File: src/rtl/control_fsm_pkg.sv
// Shared state encodings, opcode constants and datapath mux codes for control_fsm.
package control_fsm_pkg;

  typedef enum logic [3:0] {
    S_IDLE = 4'd0,
    S_F    = 4'd1,
    S_D    = 4'd2,
    S_OP1  = 4'd3,
    S_OP2  = 4'd4,
    S_WC   = 4'd5,
    S_GA   = 4'd6,
    S_WB   = 4'd7,
    S_OA   = 4'd8,
    S_JP   = 4'd9,
    S_COU  = 4'd10,
    S_HALT = 4'd11,
    S_ERR  = 4'd12
  } state_t;

  localparam logic [2:0] OPC_SUM = 3'd0;
  localparam logic [2:0] OPC_RES = 3'd1;
  localparam logic [2:0] OPC_MOV = 3'd2;
  localparam logic [2:0] OPC_OUT = 3'd3;
  localparam logic [2:0] OPC_AND = 3'd4;
  localparam logic [2:0] OPC_OR  = 3'd5;
  localparam logic [2:0] OPC_JMP = 3'd6;

  localparam logic [1:0] SEL_NONE = 2'b00;
  localparam logic [1:0] SEL_OP1  = 2'b01;
  localparam logic [1:0] SEL_OP2  = 2'b10;
  localparam logic [1:0] SEL_WR   = 2'b11;

endpackage

File: src/rtl/control_fsm.sv
// Moore control FSM sequencing fetch/decode/operand/writeback for a small CPU.
// Optional jump support is enabled by defining CONTROL_FSM_JMP_EN.
module control_fsm
  import control_fsm_pkg::*;
#(
  parameter int                PC_W     = 4,
  parameter int                OP_W     = 3,
  parameter logic [PC_W-1:0]   END_ADDR = {PC_W{1'b1}},
  parameter int                CNT_W    = 8
) (
  input  logic              clk,
  input  logic              rst_n,
  input  logic              start,
  input  logic [OP_W-1:0]   operacion,
  input  logic [PC_W-1:0]   pc,
  input  logic              mem_rdy,
  output logic              mem_req,
  output logic              enmem,
  output logic              enir,
  output logic              enrop1,
  output logic              enrop2,
  output logic              enrio,
  output logic              enpc,
  output logic              ldpc,
  output logic [OP_W-1:0]   seloper,
  output logic [1:0]        selmux,
  output logic              halted,
  output logic              err,
  output logic [3:0]        state,
  output logic [CNT_W-1:0]  instr_cnt
);

  state_t cur;
  state_t nxt;
  logic   count_en;

  // State register
  always_ff @(posedge clk or negedge rst_n) begin
    if (!rst_n) begin
      cur <= S_IDLE;
    end else begin
      cur <= nxt;
    end
  end

  // Retired-instruction counter, wraps naturally at 2^CNT_W
  always_ff @(posedge clk or negedge rst_n) begin
    if (!rst_n) begin
      instr_cnt <= '0;
    end else if (count_en) begin
      instr_cnt <= instr_cnt + CNT_W'(1);
    end else begin
      instr_cnt <= instr_cnt;
    end
  end

`ifdef CONTROL_FSM_JMP_EN
  assign count_en = (cur == S_COU) || (cur == S_JP);
`else
  assign count_en = (cur == S_COU);
`endif

  assign state = cur;

  // Next-state and Moore output decode; only the enables are qualified by mem_rdy
  always_comb begin
    nxt     = cur;
    mem_req = 1'b0;
    enmem   = 1'b0;
    enir    = 1'b0;
    enrop1  = 1'b0;
    enrop2  = 1'b0;
    enrio   = 1'b0;
    enpc    = 1'b0;
    ldpc    = 1'b0;
    seloper = '0;
    selmux  = SEL_NONE;
    halted  = 1'b0;
    err     = 1'b0;
    case (cur)
      S_IDLE: begin
        if (start) nxt = S_F;
        else       nxt = S_IDLE;
      end
      S_F: begin
        mem_req = 1'b1;
        enir    = mem_rdy;
        if (mem_rdy) nxt = S_D;
        else         nxt = S_F;
      end
      S_D: begin
        case (operacion)
          OP_W'(OPC_SUM), OP_W'(OPC_RES),
          OP_W'(OPC_AND), OP_W'(OPC_OR):  nxt = S_OP1;
          OP_W'(OPC_MOV):                 nxt = S_GA;
          OP_W'(OPC_OUT):                 nxt = S_OA;
`ifdef CONTROL_FSM_JMP_EN
          OP_W'(OPC_JMP):                 nxt = S_JP;
`endif
          default:                        nxt = S_ERR;
        endcase
      end
      S_OP1: begin
        mem_req = 1'b1;
        selmux  = SEL_OP1;
        enrop1  = mem_rdy;
        if (mem_rdy) nxt = S_OP2;
        else         nxt = S_OP1;
      end
      S_OP2: begin
        mem_req = 1'b1;
        selmux  = SEL_OP2;
        seloper = operacion;
        enrop2  = mem_rdy;
        if (mem_rdy) nxt = S_WC;
        else         nxt = S_OP2;
      end
      S_WC: begin
        mem_req = 1'b1;
        selmux  = SEL_WR;
        seloper = operacion;
        enmem   = mem_rdy;
        if (mem_rdy) nxt = S_COU;
        else         nxt = S_WC;
      end
      S_GA: begin
        mem_req = 1'b1;
        selmux  = SEL_OP1;
        enrop1  = mem_rdy;
        if (mem_rdy) nxt = S_WB;
        else         nxt = S_GA;
      end
      S_WB: begin
        mem_req = 1'b1;
        selmux  = SEL_OP2;
        seloper = operacion;
        enmem   = mem_rdy;
        if (mem_rdy) nxt = S_COU;
        else         nxt = S_WB;
      end
      S_OA: begin
        selmux = SEL_OP1;
        enrio  = 1'b1;
        nxt    = S_COU;
      end
`ifdef CONTROL_FSM_JMP_EN
      S_JP: begin
        ldpc = 1'b1;
        nxt  = S_F;
      end
`endif
      S_COU: begin
        enpc = 1'b1;
        if (pc == END_ADDR) nxt = S_HALT;
        else                nxt = S_F;
      end
      S_HALT: begin
        halted = 1'b1;
        nxt    = S_HALT;
      end
      S_ERR: begin
        err = 1'b1;
        nxt = S_ERR;
      end
      // Unused encodings (and JP when jumps are disabled) trap into ERR
      default: nxt = S_ERR;
    endcase
  end

endmodule

File: config.mk
export PLATFORM = sky130hd
export DESIGN_NAME = control_fsm
export DESIGN_NICKNAME = d
export VERILOG_FILES = /design/src/rtl/control_fsm_pkg.sv /design/src/rtl/control_fsm.sv
export SDC_FILE = /design/constraint.sdc
export NUM_CORES = 1
export LEC_CHECK = 0
export CORE_MARGIN = 5
export CORE_UTILIZATION = 36
export DETAILED_ROUTE_END_ITERATION = 16
export HOLD_SLACK_MARGIN = 0.02
export PLACE_DENSITY = 0.74
export SLEW_MARGIN = 20
export SYNTH_ARGS = -nofsm -noshare
export SYNTH_HDL_FRONTEND = slang
export SYNTH_SLANG_ARGS = --single-unit
File: constraint.sdc
create_clock -name clk -period 1.23 [get_ports clk]
set_input_delay 0.123 -clock clk [delete_from_list [all_inputs] [get_ports clk]]
set_output_delay 0.123 -clock clk [all_outputs]
set_load 0.02 [all_outputs]
-- Yosys cells after proc, flatten, opt, wreduce, memory -nomap -nowiden
Cells that the tools add are included.
- memory bits (read-only): 0
- memory bits (writable): 0
- bits in registers: 12
- bits in latches: 0
- memories kept: 0
- eq/ne operators: 17
- mux-type cells: 21
- div/mod/pow operators: 0
- add/sub/neg operators: 1
- shift operators: 0
- reduce and logical (&&, ||, !) cells: 9
- order comparisons: 0
- multipliers: 0
- bitwise logic cells: 0
- operators by type and width (kind ; number):
    4-bit one-hot mux with 11 select lines ; 1
    4-bit == test (second input constant) ; 5
    4-bit by 3-bit == test with 1-bit output (second input constant) ; 4
    1-bit 2-to-1 mux ; 12
    4-bit 2-to-1 mux ; 3
    4-bit one-hot mux with 3 select lines ; 1
    8-bit by 1-bit adder with 8-bit output (second input constant) ; 1
    4-bit by 2-bit == test with 1-bit output (second input constant) ; 2
    3-bit by 2-bit == test with 1-bit output (second input constant) ; 2
    3-bit == test (second input constant) ; 2
    3-bit 2-to-1 mux ; 2
    2-bit one-hot mux with 3 select lines ; 1
    2-bit OR reduction ; 3
    3-bit OR reduction ; 2
    6-bit OR reduction ; 1
    4-bit by 1-bit == test with 1-bit output (second input constant) ; 1
    4-bit logical NOT ; 1
    4-bit OR reduction ; 1
    3-bit by 1-bit == test with 1-bit output (second input constant) ; 1
    3-bit logical NOT ; 1
    2-bit 2-to-1 mux ; 1

-- Longest topological paths before layout
Gate-level depths: netlist of the first run.
- word-level depth: 4
- mapped depth: 6
- mapped depth without buffers: 4

-- Worst setup path before layout of the first run
Ideal clock, no wire load.
- kind: flip-flop to output port
- start point: register cur[1], in the netlist state[1]
- end point: output selmux[0]
- stages on the path, launching flop included: 4
- data arrival time: 1.685 ns
- slack: -0.578 ns
- data required time: 1.107 ns
- cells stage by stage: dfrtp_1 -> buf_4 -> nor4_1 -> or2_1
- longest elaborated chain between the ends: 3
- ends and longest elaborated chain (item ; line ; text):
    from (decl) ; control_fsm.sv:33 ; state_t cur;
    from (signal assigned) ; control_fsm.sv:42 ; cur <= nxt;
    4-bit by 3-bit == test with 1-bit output, or another cell as far along ; control_fsm.sv:80 ; case (cur)
    3-bit OR reduction (no line) / 2-bit OR reduction (equally long branches) ; n/a ;
    2-bit one-hot mux with 3 select lines * ; control_fsm.sv:80 ;
    to (decl) ; control_fsm.sv:26 ; output logic [1:0] selmux,
Mark *: on every way between the ends. The rest lies on a longest branch, timed or not.

-- Worst setup path in the final report of the first run
Same ends and word-level chain as after synthesis.

==> results.tsv, run 1 <==
metric	value	unit
Crit path buffers/inverters	1	
Final ANT Viol Nets	0	
Post-Layout Cell Count	186	
critical setup path kind	register to output pin	
Post-route DRC	0	
final setup TNS	-5.956	ns
die area	3339	um^2
DP Cell Count	169	
DRT Pass-1 Iters	4	
Ys Warns	0	
Post-synth ARST share	100.0	%
register area share after synthesis	36.53	%
remaining global-route overflow	0	
Root Driver	clkbuf_4	
commonest non-fill, non-tap cell in the layout	buf_6	
slowest stage cell, crit path	dfrtp_2	
Antenna Cells	0	
Num CTS Buffers	3	
initial antenna violation count	0	
H-tree levels	1	
all-layer global routing usage	17.68	%
crit path max fanout	8	
commonest register cell after synthesis	dfrtp_1	
routed len/inst	15.77	um
post-synth net total	104	
Hold Buf Count CTS	0	
DP Area	1478	um^2
status	finished with violations	
Synth cell types	38	
Slew Viols, Final	0	
RD Place Congestion	0.7583	
Initial Utilization	37.52	%
Mapped Cells	92	
Sink Count	12	
DPL Wire Length	1934	um
Setup violations, final	29	
Max Freq	0.6438	GHz
Final Cell Area	1719	um^2
clock buffer depth	2	
synthesized area	822.0	um^2
layout cell share with drive strength beyond 1	55.06	%
Seq cells post-synth	12	
leakage power	0.8281	nW
max-cap violation count	0	
average cell area after synthesis	8.935	um^2
std cell rows	17	
most frequent cells in the layout	buf_6 (25), buf_4 (20), clkdlybuf4s50_1 (10)	
via count	940	
CP peak stage delay	0.49	ns
vias in the first global route	978	
Hold Fails Final Rpt	0	
chip width	57.79	um
Die Ht	57.79	um
Seq. cell area	305.3	um^2
Final Critical Period	1.553	ns
crit start category	register	
clock latency on the worst-skew pair	0.27	ns
Arrival @ worst endpoint	1.43	ns
PnR Total Power	4.123	mW
RSZ-0062 raised after global routing	true	
initial drt markers	13	
fin crit share	126.3	%
number of synthesized flops with an enable pin	0	
largest net degree at the start of global routing	13	
failing checks	negative setup slack	
Vias/cell	5.054	
TritonCTS clock tree	done	
nets@finish	171	
core area	2191	um^2
Critical Path Sink Type	output pin	
Clock Skew	0.003789	ns
fill count	155	
Min-Delay Path Class	input pin to async pin	
worst path required time	1.11	ns
P&R area growth vs syn	109.1	%
critical-path cell list	xnor2_1 -> a211oi_2 -> or2_4 -> buf_6	
area of the multi-input gates	650.6	um^2
Clk pin slew, worst setup/hold paths	0.07	ns
final setup margin	-0.3233	ns
worst vdd ir	0.001424	V
first-pass GRT wire length	4498	um
PortBufs	36	
Crit path max-delay family	flip-flops	
IO Count	38	
final wirelength	2934	um
PwrDens	2398	nW/um^2
-- cell type report --
class	count	share of cell area, %
Tap cell	28	2.038
Sequential cell	12	17.76
Multi-Input combinational cell	68	37.85
Clock buffer	4	2.111
Timing Repair Buffer	70	38.94
Inverter	4	1.310
-- report_power, final --
| part | total [mW] | switching (mW) | internal [mW] |
|---|---|---|---|
| logic | 3.07 | 1.46 | 1.60 |
| clock network | 0.309 | 0.129 | 0.180 |
| registers | 0.746 | 0.222 | 0.524 |
-- layer usage --
| metal | part of all wire (%) | routed length, um | GRT usage (%) | up-vias |
|---|---|---|---|---|
| met2 | 53 | 1548 | 30.00 | 21 |
| li1 | - | - | - | 465 |
| met5 | 0 | 0 | 0 | - |
| met1 | 42 | 1233 | 20.90 | 450 |
| met4 | 1.7 | 51 | 8.609 | 0 |
| met3 | 3.4 | 100 | 4.009 | 4 |
-- synthesized netlist by cell type (all sizes together), types with 2 or more instances --
master | count | area, um^2
xnor2 | 6 | 52.55
nor4b | 2 | 17.52
o221ai | 2 | 17.52
nor2 | 3 | 11.26
nand2b | 3 | 18.77
a21oi | 2 | 10.01
dfrtp | 12 | 300.3
nor4 | 3 | 33.78
nand4 | 2 | 12.51
nor3 | 5 | 25.02
and3b | 2 | 17.52
o21ai | 2 | 10.00
and2 | 3 | 18.77
inv | 4 | 15.01
buf | 7 | 40.03
o2111ai | 2 | 17.52
xor2 | 4 | 35.03
nand2 | 11 | 41.29
and4 | 2 | 17.52
-- sequential cells by signal, summed over array words and instances, names as in the netlist --
| name | cells |
|---|---|
| instr_cnt | 8 |
| state | 4 |
-- final timing paths --
kind                                     startpoint                  endpoint  slack [ns]  depth (start not counted)
hold reg to reg            instr_cnt[7]$_DFFE_PN0P_  instr_cnt[7]$_DFFE_PN0P_        0.48                          1
setup / recovery                 state[1]$_DFF_PN0_                 selmux[0]       -0.32                          4
setup reg to reg                 state[0]$_DFF_PN0_        state[3]$_DFF_PN0_       -0.25                          4
hold / removal                                rst_n  instr_cnt[5]$_DFFE_PN0P_        0.14                          2
min in group clk           instr_cnt[7]$_DFFE_PN0P_  instr_cnt[7]$_DFFE_PN0P_        0.48                          1
max in group asynchronous                     rst_n        state[3]$_DFF_PN0_        0.92                          2
-- repair_timing --
action,CTS,global route
buffers inserted,10,6
endpoints found under the setup margin,38,32
resized for setup,120,15
pin swaps,9,7
-- cell families (layout without fill, tap and decap cells) --
logic type               after synthesis  after routing  share of synthesized area [%]
buffers and inverters                 12             78                          7.152
flip-flops                            12             12                          36.53
XOR/XNOR                              10             10                          10.65
AND/OR/NAND/NOR                       44             44                          33.03
other                                  1              1                         0.4562
adder cells (fa/ha/maj)                1              1                          1.522
AO/OA/AOI/OAI                         12             12                          10.66
-- through the flow --
stage / util, % / hold slack, ns / setup slack (ns)
after global routing: 78.47 / 0.1474 / -0.3863
after CTS: 74.36 / 0.1426 / -0.3371
after global placement: 67.45 / 0.4349 / -0.5622
after floorplan: - / -0.1726 / -0.1089
final: 78.47 / 0.1422 / -0.3233
after detailed placement: 67.45 / 0.4415 / -0.5666
No activity file was read; power rests on OpenSTA's default activity.
==> run 2: changes to the inputs <==
==> constraint.sdc (replaced) <==
create_clock -name clk -period 1.36 [get_ports clk]
set_input_delay 0.136 -clock clk [delete_from_list [all_inputs] [get_ports clk]]
set_output_delay 0.136 -clock clk [all_outputs]
set_load 0.02 [all_outputs]
==> results.tsv, run 2 (same netlist as run 1, synthesis figures left out) <==
metric	value	unit
first-pass GRT wire length	4643	um
std cell rows	17	
DPL Wire Length	2045	um
Final Critical Period	1.687	ns
final setup TNS	-2.871	ns
Final Cell Area	1695	um^2
Critical Path Sink Type	output pin	
Crit path max-delay family	flip-flops	
worst vdd ir	0.002122	V
Initial Utilization	37.52	%
final setup margin	-0.3266	ns
Slew Viols, Final	0	
pre-CTS WS	-0.4150	ns
PwrDens	2220	nW/um^2
clock latency on the worst-skew pair	0.27	ns
core area	2191	um^2
flop2flop setup slack	-0.15	ns
actual slew at the worst max-slew pin	0.5272	ns
final hold slack	0.2098	ns
Largest Register	instr_cnt	
Arrival @ worst endpoint	1.55	ns
RD Place Congestion	0.8202	
Post-route DRC	0	
Slew HR	64.74	%
Hold Fails Final Rpt	0	
critical setup path kind	register to output pin	
CP peak stage delay	0.41	ns
vias in the first global route	1045	
crit start category	register	
Num CTS Buffers	3	
die area	3339	um^2
Crit path buffers/inverters	2	
PnR Total Power	3.763	mW
Post-Layout Cell Count	188	
clock buffer depth	2	
worst path required time	1.22	ns
DP Area	1414	um^2
r2r startpoint	state[2]$_DFF_PN0_	
routed len/inst	16.12	um
max-cap violation count	0	
IO Count	38	
Sink Count	12	
Final ANT Viol Nets	0	
Root Driver	clkbuf_4	
Hold Buf Count CTS	0	
H-tree levels	1	
commonest non-fill, non-tap cell in the layout	buf_4	
remaining global-route overflow	0	
nets@finish	173	
RSZ-0062 raised after global routing	true	
Setup violations, final	23	
Vias/cell	5.250	
max reg flops	8	
initial antenna violation count	0	
fin crit share	124.0	%
Worst Setup SP	state[2]$_DFF_PN0_	
final core occ	77.38	%
DRT Pass-1 Iters	4	
initial drt markers	8	
layout cell share with drive strength beyond 1	55.63	%
TritonCTS clock tree	done	
WP depth	5	
Critical Path End	selmux[0]	
Die Ht	57.79	um
Clk pin slew, worst setup/hold paths	0.08	ns
critical-path cell list	buf_4 -> a21oi_1 -> a211oi_2 -> or2_1 -> buf_6	
largest net degree at the start of global routing	13	
Antenna Cells	0	
Min-Delay Path Class	input pin to async pin	
PortBufs	36	
slowest stage cell, crit path	dfrtp_2	
most frequent cells in the layout	buf_4 (29), buf_6 (17), nand2_1 (10), clkdlybuf4s50_1 (10), dlygate4sd2_1 (9)	
DP Cell Count	171	
all-layer global routing usage	17.70	%
P&R area growth vs syn	106.2	%
reg2reg end	instr_cnt[4]$_DFFE_PN0P_	
failing checks	negative setup slack	
via count	987	
chip width	57.79	um
Clock Skew	0.004519	ns
crit path max fanout	6	
final wirelength	3031	um
leakage power	0.8367	nW
status	finished with violations	
r2r worst-path depth	7	
Max Freq	0.5929	GHz
run 2: cell count changes in the layout (fill, tap and decap cells not counted), moves of 2 or more:
cell / change
nand2b_1: -2
buf_12: -2
clkbuf_2: +2
buf_6: -8
dlygate4sd2_1: +3
buf_4: +9
buf_2: -2
nand2b_4: +2
run 2: repair_timing:
action / in CTS / in global routing
setup buffers: 10 / 3
cloned: 1 / 0
endpoints found under the hold margin: 0 / 0
resized for setup: 100 / 32
setup endpoints to repair: 34 / 28
pin swaps: 9 / 10
run 2: power by group:
group	total (mW)	leakage (nW)	internal, mW	switching, mW
clock network	0.278	0.0210	0.163	0.115
registers	0.641	0.152	0.473	0.168
logic	2.84	0.664	1.43	1.41
run 2: worst reg2reg max path, cell delays in order (launching register included):
cell,delay [ns]
dfrtp_2,0.41
buf_4,0.17
buf_4,0.14
nand4bb_4,0.21
inv_4,0.08
buf_4,0.11
nand4_1,0.12
xnor2_1,0.15
run 2: area by class of cell:
cell class	instances	area, um^2
sequential	12	305.3
multi-input combinational	68	663.1
inverter	4	17.52
timing repair buffer	72	638.1
tap	28	35.03
fill	157	495.5
clock buffer	4	36.28
run 2: worst min path at each step:
| stage | startpoint | end | slack (ns) | cells past startpoint |
|---|---|---|---|---|
| after global placement | instr_cnt[7]$_DFFE_PN0P_ | instr_cnt[7]$_DFFE_PN0P_ | 0.46 | 1 |
| final | rst_n | instr_cnt[1]$_DFFE_PN0P_ | 0.21 | 1 |
| after CTS | rst_n | instr_cnt[2]$_DFFE_PN0P_ | 0.22 | 1 |
| after floorplan | rst_n | instr_cnt[0]$_DFFE_PN0P_ | -0.16 | 0 |
| after global routing | rst_n | instr_cnt[4]$_DFFE_PN0P_ | 0.24 | 1 |
| after detailed placement | instr_cnt[7]$_DFFE_PN0P_ | instr_cnt[7]$_DFFE_PN0P_ | 0.47 | 1 |
run 2: routing by layer:
metal | track usage (%) | share of wire, % | vias to the layer above
li1 | - | - | 465
met1 | 18.37 | 38 | 486
met2 | 34.35 | 55 | 32
met3 | 3.786 | 5.0 | 4
met4 | 6.291 | 1.3 | 0
met5 | 0 | 0 | -
